==> config.mk <==
export PLATFORM = sky130hd
export DESIGN_NAME = mux_share_arbiter
export DESIGN_NICKNAME = d
export VERILOG_FILES = /design/src/rtl/mux_share_arbiter_pkg.sv /design/src/rtl/mux_share_arbiter_hold_counter.sv /design/src/rtl/mux_share_arbiter.sv
export SDC_FILE = /design/constraint.sdc
export NUM_CORES = 1
export LEC_CHECK = 0
export ABC_AREA = 1
export BUFFER_PORTS_ARGS = -buffer_cell sky130_fd_sc_hd__buf_2
export CORE_MARGIN = 2
export CORE_UTILIZATION = 45
export CTS_CLUSTER_DIAMETER = 80
export DETAILED_ROUTE_END_ITERATION = 6
export PLACE_DENSITY = 0.71
export SLEW_MARGIN = 20
export SYNTH_ARGS = -nofsm -noshare
export SYNTH_HDL_FRONTEND = slang
export SYNTH_HIERARCHICAL = 1
export SYNTH_SLANG_ARGS = --single-unit
export TNS_END_PERCENT = 30
==> constraint.sdc <==
create_clock -name CLOCK_50 -period 1.9 [get_ports CLOCK_50]
set_input_delay 0.095 -clock CLOCK_50 [delete_from_list [all_inputs] [get_ports CLOCK_50]]
set_output_delay 0.095 -clock CLOCK_50 [all_outputs]
set_load 0.005 [all_outputs]
==> src/rtl/mux_share_arbiter_pkg.sv <==
// Shared definitions for the mux_share_arbiter block.
// Holds the state encoding, parameter defaults and select polarity.
package mux_share_arbiter_pkg;

  localparam int DEF_WIDTH = 4;
  localparam int DEF_HOLD  = 4;

  localparam logic [1:0] ST_IDLE  = 2'd0;
  localparam logic [1:0] ST_OWN_X = 2'd1;
  localparam logic [1:0] ST_OWN_Y = 2'd2;

  localparam logic SEL_X = 1'b1;
  localparam logic SEL_Y = 1'b0;

endpackage

==> src/rtl/mux_share_arbiter_hold_counter.sv <==
// Saturating 4-bit hold counter.
// Ports:
//   clk_i    - clock
//   rst_ni   - asynchronous active-low reset
//   clr_i    - synchronous clear (wins over enable)
//   en_i     - count enable
//   limit_i  - saturation value
//   done_o   - high while the count equals limit_i
module mux_share_arbiter_hold_counter (
  input  logic       clk_i,
  input  logic       rst_ni,
  input  logic       clr_i,
  input  logic       en_i,
  input  logic [3:0] limit_i,
  output logic       done_o
);

  logic [3:0] cnt_q;
  logic [3:0] cnt_d;

  always_comb begin
    cnt_d = cnt_q;
    if (clr_i) begin
      cnt_d = 4'd0;
    end else if (en_i && (cnt_q < limit_i)) begin
      cnt_d = cnt_q + 4'd1;
    end
  end

  always_ff @(posedge clk_i or negedge rst_ni) begin
    if (!rst_ni) begin
      cnt_q <= 4'd0;
    end else begin
      cnt_q <= cnt_d;
    end
  end

  assign done_o = (cnt_q == limit_i);

endmodule

==> src/rtl/mux_share_arbiter.sv <==
// Two-requester round-robin arbiter sharing one WIDTH-bit 2:1 mux path.
// Ports:
//   CLOCK_50     - system clock
//   resetn       - asynchronous active-low reset
//   req_x, req_y - level-sensitive path requests
//   x, y         - source data words
//   gnt_x, gnt_y - one-hot ownership grants
//   sel          - mux select (1 = x, 0 = y), holds while idle
//   m            - registered shared output word
//   busy         - either grant active
module mux_share_arbiter
  import mux_share_arbiter_pkg::*;
#(
  parameter int WIDTH = DEF_WIDTH,
  parameter int HOLD  = DEF_HOLD
) (
  input  logic             CLOCK_50,
  input  logic             resetn,
  input  logic             req_x,
  input  logic             req_y,
  input  logic [WIDTH-1:0] x,
  input  logic [WIDTH-1:0] y,
  output logic             gnt_x,
  output logic             gnt_y,
  output logic             sel,
  output logic [WIDTH-1:0] m,
  output logic             busy
);

  localparam logic [3:0] HOLD_LIMIT = 4'(HOLD);

  logic [1:0]       state_q, state_d;
  logic             last_x_q, last_x_d;
  logic             sel_q, sel_d;
  logic [WIDTH-1:0] m_q, m_d;
  logic             hold_done;
  logic             own_change;

  always_comb begin
    state_d = state_q;
    case (state_q)
      ST_IDLE: begin
        if (req_x && req_y)  state_d = last_x_q ? ST_OWN_Y : ST_OWN_X;
        else if (req_x)      state_d = ST_OWN_X;
        else if (req_y)      state_d = ST_OWN_Y;
      end
      ST_OWN_X: begin
        if (!req_x)          state_d = req_y ? ST_OWN_Y : ST_IDLE;
        else if (req_y && hold_done) state_d = ST_OWN_Y;
      end
      ST_OWN_Y: begin
        if (!req_y)          state_d = req_x ? ST_OWN_X : ST_IDLE;
        else if (req_x && hold_done) state_d = ST_OWN_X;
      end
      default:               state_d = ST_IDLE;
    endcase
  end

  // Data, select and last-owner all follow the next-state owner so they
  // land on the same edge as the grant.
  always_comb begin
    last_x_d = last_x_q;
    sel_d    = sel_q;
    m_d      = '0;
    if (state_d == ST_OWN_X) begin
      last_x_d = 1'b1;
      sel_d    = SEL_X;
      m_d      = x;
    end else if (state_d == ST_OWN_Y) begin
      last_x_d = 1'b0;
      sel_d    = SEL_Y;
      m_d      = y;
    end
  end

  always_ff @(posedge CLOCK_50 or negedge resetn) begin
    if (!resetn) begin
      state_q  <= ST_IDLE;
      last_x_q <= 1'b0;
      sel_q    <= 1'b0;
      m_q      <= '0;
    end else begin
      state_q  <= state_d;
      last_x_q <= last_x_d;
      sel_q    <= sel_d;
      m_q      <= m_d;
    end
  end

  // Restart the hold count on any ownership change; the IDLE case is
  // cleared too so the count is always fresh when a grant is taken.
  assign own_change = (state_d != state_q) || (state_d == ST_IDLE);

  mux_share_arbiter_hold_counter u_hold (
    .clk_i   (CLOCK_50),
    .rst_ni  (resetn),
    .clr_i   (own_change),
    .en_i    (1'b1),
    .limit_i (HOLD_LIMIT),
    .done_o  (hold_done)
  );

  assign gnt_x = (state_q == ST_OWN_X);
  assign gnt_y = (state_q == ST_OWN_Y);
  assign busy  = gnt_x | gnt_y;
  assign sel   = sel_q;
  assign m     = m_q;

endmodule

==> results.sh, run 1 <==
export IMPL_swShare_pct=46.3
export IMPL_fmax_mhz=535
export IMPL_clock_latency_ns=0.27
export IMPL_startpoint_type="register"
export IMPL_vias=907
export IMPL_grt_pass1_vias=848
export IMPL_drt_pass1_iter_count=4
export IMPL_drc=0
export IMPL_placed_area_um2=1060
export IMPL_layout_nets=181
export IMPL_wl_per_cell_um=10.6
export IMPL_hpwl_um=1450
export IMPL_cp_max_fo=8
export IMPL_pwr_share_comb_pct=66.3
export IMPL_core_area_um2=1760
export IMPL_synth_top_area_share_pct=32.2
export IMPL_power_internal_mw=0.818
export IMPL_worstPathRequired_ns=2.11
export IMPL_fp_row_count=15
export IMPL_ys_ff_latch=11
export IMPL_cts_clk_slew_worst_paths_ns=0.07
export IMPL_ys_warn_count=6
export IMPL_die_y_um=47.6
export IMPL_mostFrequentLayoutCells="25 x nand2_1, 19 x buf_2, 16 x inv_1"
export IMPL_ys_seq_area_share_pct=32.2
export IMPL_setup_tns_ns=0
export IMPL_die_x_um=47.6
export IMPL_period_needed_ns=1.87
export IMPL_status="finished, final reports clean"
export IMPL_numCtsBuffers=3
export IMPL_top_level_ports=20
export IMPL_grt_ovfl_total=0
export IMPL_hold_ws_ns=0.0555
export IMPL_fin_skew_ns=0.00607
export IMPL_io_buffers=19
export IMPL_end_kind="register"
export IMPL_vias_per_cell=4.93
export IMPL_synth_area_leader_cell="dfrtp_1"
export IMPL_hold_violations=0
export IMPL_gp_congestion=0.774
export IMPL_die_area_um2=2260
export IMPL_finalSetupViolCount=0
export IMPL_post_route_period_util_pct=98.3
export IMPL_grt_pass1_wl_um=3180
export IMPL_synthCells=119
export IMPL_layout_drive_gt1_share_pct=42.8
export IMPL_cp_slowest_cell="dfrtp_1"
export IMPL_final_cell_area_um2=1250
export IMPL_cts_max_level=1
export IMPL_first_iter_violations=34
export IMPL_p_switching_mw=0.704
export IMPL_cts_tree="yes"
export IMPL_area_delta_synth_final_pct=45.8
export IMPL_initial_core_util_pct=48.4
export IMPL_worstPathArrival_ns=2.07
export IMPL_hold_path_class="input port to register"
export IMPL_grt_usage_pct=19.6
export IMPL_path_cells="ha_4 -> nand2_4 -> nor2_4 -> nand2_2 -> nand4_1 -> nand2_1 -> nor2_1 -> nand3_2 -> nand2_2 -> nand3_4 -> inv_6 -> nand4_1 -> nand2_1"
export IMPL_syn_area_per_cell_um2=7.18
export IMPL_cts_num_sinks=11
export IMPL_layout_commonest_cell="nand2_1"
export IMPL_ir_worst_vdd_uv=1210
export IMPL_fin_util_pct=70.6
export IMPL_syn_cell_area_um2=855
export IMPL_synth_area_leaders="dfrtp_1 32%, nand2_1 14%, ha_1 13%"
export IMPL_antenna_found_initial=0
export IMPL_rsz0062_at_grt="yes"
export IMPL_leakage_nw=0.698
export IMPL_antenna_left=0
export IMPL_cpPeakStageDelay_ns=0.41
export IMPL_antenna_cells=0
export IMPL_critPathKind="register to register"
export IMPL_drt_wl_total_um=1950
export IMPL_grt_max_degree=12
export IMPL_p_clk_share_pct=10.4
export IMPL_maxCapViolCount=0
export IMPL_cts_root_buf="clkbuf_4"
export IMPL_synth_distinct_cells=16
export IMPL_slew_viol_final=0
export IMPL_sequentialPowerShare_pct=23.4
export IMPL_pwr_density_cell_nw_per_um2=1220
export IMPL_cts_buffer_depth=2
==> path summary, 6_finish.rpt <==
check                                 from  slack (ns)  depth (start not counted)         endpoint
max                        u_hold/cnt_q[1]        0.03                         13  u_hold/cnt_q[1]
max reg2reg                u_hold/cnt_q[1]        0.03                         13  u_hold/cnt_q[1]
min reg2reg                            sel        0.54                          2              sel
max in group asynchronous           resetn        1.46                          2       state_q[0]
min                                   y[1]        0.06                          3             m[1]
min in group asynchronous           resetn        0.22                          2  u_hold/cnt_q[1]
==> power groups by stage <==
stage | sequential (mW) | combinational (mW) | clock (mW)
2_1_floorplan | 0.365 | 0.480 | 0
3_3_place_gp | 0.354 | 0.770 | 0
3_5_place_dp | 0.357 | 0.794 | 0
4_1_cts | 0.353 | 0.802 | 0.162
5_1_grt | 0.366 | 1.13 | 0.174
6_report | 0.355 | 1.01 | 0.158
==> synthesized netlist by cell type <==
master	number
clkinv_1	1
conb_1	2
dfrtp_1	11
ha_1	9
inv_1	17
inv_2	3
nand2_1	33
nand2_2	3
nand2_4	3
nand3_1	19
nand3_2	2
nand4_1	6
nor2_1	6
nor2_2	2
nor2_4	1
o21ai_1	1
==> cells by family (layout without fill, tap and decap cells) <==
logic type | Yosys count | after routing | synth area share (%)
other | 2 | 5 | 0.879
and+or+nand+nor | 75 | 75 | 43.9
AOI/OAI and AO/OA | 1 | 1 | 0.585
buffers and inverters | 21 | 58 | 9.22
DFF | 11 | 11 | 32.2
adders and majority gates | 9 | 9 | 13.2
==> through the flow <==
| stage | power [mW] | setup WS [ns] | cells |
|---|---|---|---|
| floorplan | 0.845 | 0.0653 | 122 |
| global placement | 1.12 | 0.0452 | 175 |
| detailed placement | 1.15 | -0.0268 | 175 |
| CTS | 1.32 | 0.0122 | 180 |
| global route | 1.67 | -0.0946 | 184 |
| finish | 1.52 | 0.0316 | 184 |
==> worst max-delay path: cells and delay by family, from the launching register on <==
family	cells	cell delay, ns
and+or+nand+nor	11	1.01
adders and majority gates	1	0.29
DFF	1	0.41
buffers and inverters	1	0.09
==> per-layer routing <==
| metal | global-route usage [%] | vias to the layer above | wire length (µm) |
|---|---|---|---|
| li1 | - | 451 | - |
| met1 | 22.8 | 426 | 871 |
| met2 | 35.9 | 28 | 990 |
| met3 | 3.40 | 2 | 75 |
| met4 | 7.03 | 0 | 12 |
| met5 | 0 | - | 0 |
==> repair_timing <==
action / in CTS / in global routing
resized for setup: 1 / 25
hold buffers: 1 / 0
setup buffers: 0 / 4
endpoints found under the hold margin: 11 / 0
endpoints found under the setup margin: 4 / 8
pin swaps: 0 / 19
==> state kept, by name, summed over array words and instances, names as in the netlist <==
name / cells
state_q: 2
sel: 1
m: 4
u_hold/cnt_q: 4
==> layout make-up <==
type | count | area (µm²)
multi-input combinational | 90 | 622
fill | 146 | 518
sequential | 11 | 277
timing repair buffer | 33 | 206
inverter | 21 | 83.8
tap | 25 | 31.3
clock buffer | 4 | 26.3
(Power assumes the default switching activity.)
==> run 2: changes to the inputs <==
CORE_UTILIZATION = 29   (was 45)
PLACE_DENSITY = default   (was 0.71)
==> run 2 against run 1 <==
Sequential share of layout area grew 0.18 points. Cell count grew 1.6%. Register-to-register slack lost 0.02 ns. Clock-buffer cell count is the same. Combinational power shrank 4%. Wire length grew 8.2%. Non-clock buffer count shrank 3. Flip-flop and latch count is the same. Clock power is essentially flat. Highest routed layer is now met3.
==> results.sh, run 2 (same netlist as run 1, synthesis figures left out) <==
export IMPL_swShare_pct=47.4
export IMPL_layout_drive_gt1_share_pct=42.9
export IMPL_core_area_um2=2780
export IMPL_rr_startpoint="u_hold/cnt_q[1]"
export IMPL_ir_worst_vdd_uv=789
export IMPL_fmax_mhz=530
export IMPL_worstPathArrival_ns=2.09
export IMPL_critPathLaunch="u_hold/cnt_q[1]"
export IMPL_cts_clk_slew_worst_paths_ns=0.07
export IMPL_grt_pass1_wl_um=3260
export IMPL_post_place_cells=179
export IMPL_p_clk_share_pct=10.6
export IMPL_die_x_um=58.3
export IMPL_initial_core_util_pct=30.7
export IMPL_cts_max_level=1
export IMPL_hold_path_class="input port to register"
export IMPL_startpoint_type="register"
export IMPL_cts_tree="yes"
export IMPL_mostFrequentLayoutCells="24 x nand2_1, 19 x buf_2, 16 x nand3_1"
export IMPL_sequentialPowerShare_pct=24.6
export IMPL_hold_ws_ns=0.0578
export IMPL_antenna_left=0
export IMPL_period_needed_ns=1.89
export IMPL_power_internal_mw=0.786
export IMPL_drt_pass1_iter_count=4
export IMPL_reg2reg_depth=14
export IMPL_drt_wl_total_um=2110
export IMPL_grt_pass1_vias=803
export IMPL_critPathCapture="u_hold/cnt_q[3]"
export IMPL_critPathKind="register to register"
export IMPL_end_kind="register"
export IMPL_antenna_cells=0
export IMPL_top_level_ports=20
export IMPL_die_area_um2=3400
export IMPL_gp_congestion=0.887
export IMPL_reg2reg_slack_ns=0.01
export IMPL_drc=0
export IMPL_io_buffers=19
export IMPL_clock_latency_ns=0.26
export IMPL_pwr_density_cell_nw_per_um2=1210
export IMPL_fin_skew_ns=0.000705
export IMPL_finalSetupViolCount=0
export IMPL_post_route_period_util_pct=99.3
export IMPL_grt_max_degree=12
export IMPL_n_fill_cell=270
export IMPL_layout_nets=178
export IMPL_antenna_found_initial=0
export IMPL_cts_root_buf="clkbuf_4"
export IMPL_dr_wl_met3_um=110
export IMPL_met2_length_um=1160
export IMPL_wl_per_cell_um=11.3
export IMPL_r2r_end="u_hold/cnt_q[3]"
export IMPL_fp_row_count=19
export IMPL_cts_buffer_depth=2
export IMPL_cts_num_sinks=11
export IMPL_layout_commonest_cell="nand2_1"
export IMPL_cp_max_fo=2
export IMPL_fin_cells=187
export IMPL_grt_ovfl_total=0
export IMPL_hold_violations=0
export IMPL_vias=890
export IMPL_grt_usage_pct=12.2
export IMPL_first_iter_violations=23
export IMPL_slew_viol_final=0
export IMPL_numCtsBuffers=3
export IMPL_vias_per_cell=4.76
export IMPL_routed_top_layer="met3"
export IMPL_p_switching_mw=0.708
export IMPL_status="finished, final reports clean"
export IMPL_die_y_um=58.3
export IMPL_worstPathRequired_ns=2.11
export IMPL_leakage_nw=0.679
export IMPL_area_delta_synth_final_pct=44.7
export IMPL_met1Wirelength_um=843
export IMPL_maxCapViolCount=0
export IMPL_rsz0062_at_grt="yes"
export IMPL_pwr_share_comb_pct=64.8
export IMPL_hpwl_um=1470
==> run 2: final cells by class <==
cell class	instances	area [µm²]	share of cell area, %
multi-input cells	90	627	50.7
flip-flops and latches	11	277	22.4
repair buffers	30	184	14.9
inverters	21	83.8	6.78
well taps	31	38.8	3.14
clock buffers	4	26.3	2.13
==> run 2: through the flow <==
stage	setup TNS (ns)	power, mW	util [%]	instance area, µm²	setup slack [ns]
after floorplan	0	0.845	-	866	0.0653
after global placement	-0.0427	1.11	37.8	1050	-0.0170
after detailed placement	-0.235	1.13	37.8	1050	-0.0715
after CTS	0	1.32	39.8	1110	0.0186
after global routing	-0.441	1.63	44.4	1240	-0.114
final	0	1.49	44.4	1240	0.0140
==> run 2: worst min-delay path by stage <==
| stage | from | end | slack, ns | depth (start not counted) |
|---|---|---|---|---|
| finish | y[3] | m[3] | 0.06 | 3 |
| global route | y[3] | m[3] | 0.04 | 3 |
| floorplan | resetn | m[0] | -0.20 | 0 |
| CTS | y[3] | m[3] | 0.05 | 3 |
| detailed placement | resetn | state_q[0] | -0.02 | 1 |
| global placement | resetn | state_q[0] | -0.02 | 1 |
==> run 2: metal layers <==
metal | GRT usage (%) | vias to the layer above
met1 | 14.7 | 414
met2 | 21.7 | 26
li1 | - | 450
met4 | 0.997 | 0
met5 | 0 | -
met3 | 4.46 | 0
==> run 2: what timing repair did <==
item | in CTS | in global routing
hold buffers | 1 | 0
buffers inserted | 1 | 2
gates resized for setup | 4 | 24
setup endpoints to repair | 4 | 4
hold endpoints to repair | 11 | 0
pin swaps | 1 | 15
==> run 2: critical path: stages, from the launching register on <==
cell and delay, ns:
dfrtp_1 0.42, ha_4 0.30, nand2_4 0.05, nor2_4 0.12, nand2_2 0.07, nand4_1 0.11
nand2_2 0.06, nor2_2 0.12, nand3_2 0.09, nand2_2 0.10, nand3_4 0.10, buf_6 0.13
nor2_4 0.06, nand2_1 0.05, nand2_1 0.05
==> run 2: power by group through the flow <==
stage	sequential (mW)	combinational, mW	clock, mW
floorplan	0.365	0.480	0
global placement	0.362	0.750	0
detailed placement	0.362	0.765	0
CTS	0.360	0.792	0.165
global route	0.378	1.07	0.185
finish	0.367	0.968	0.159
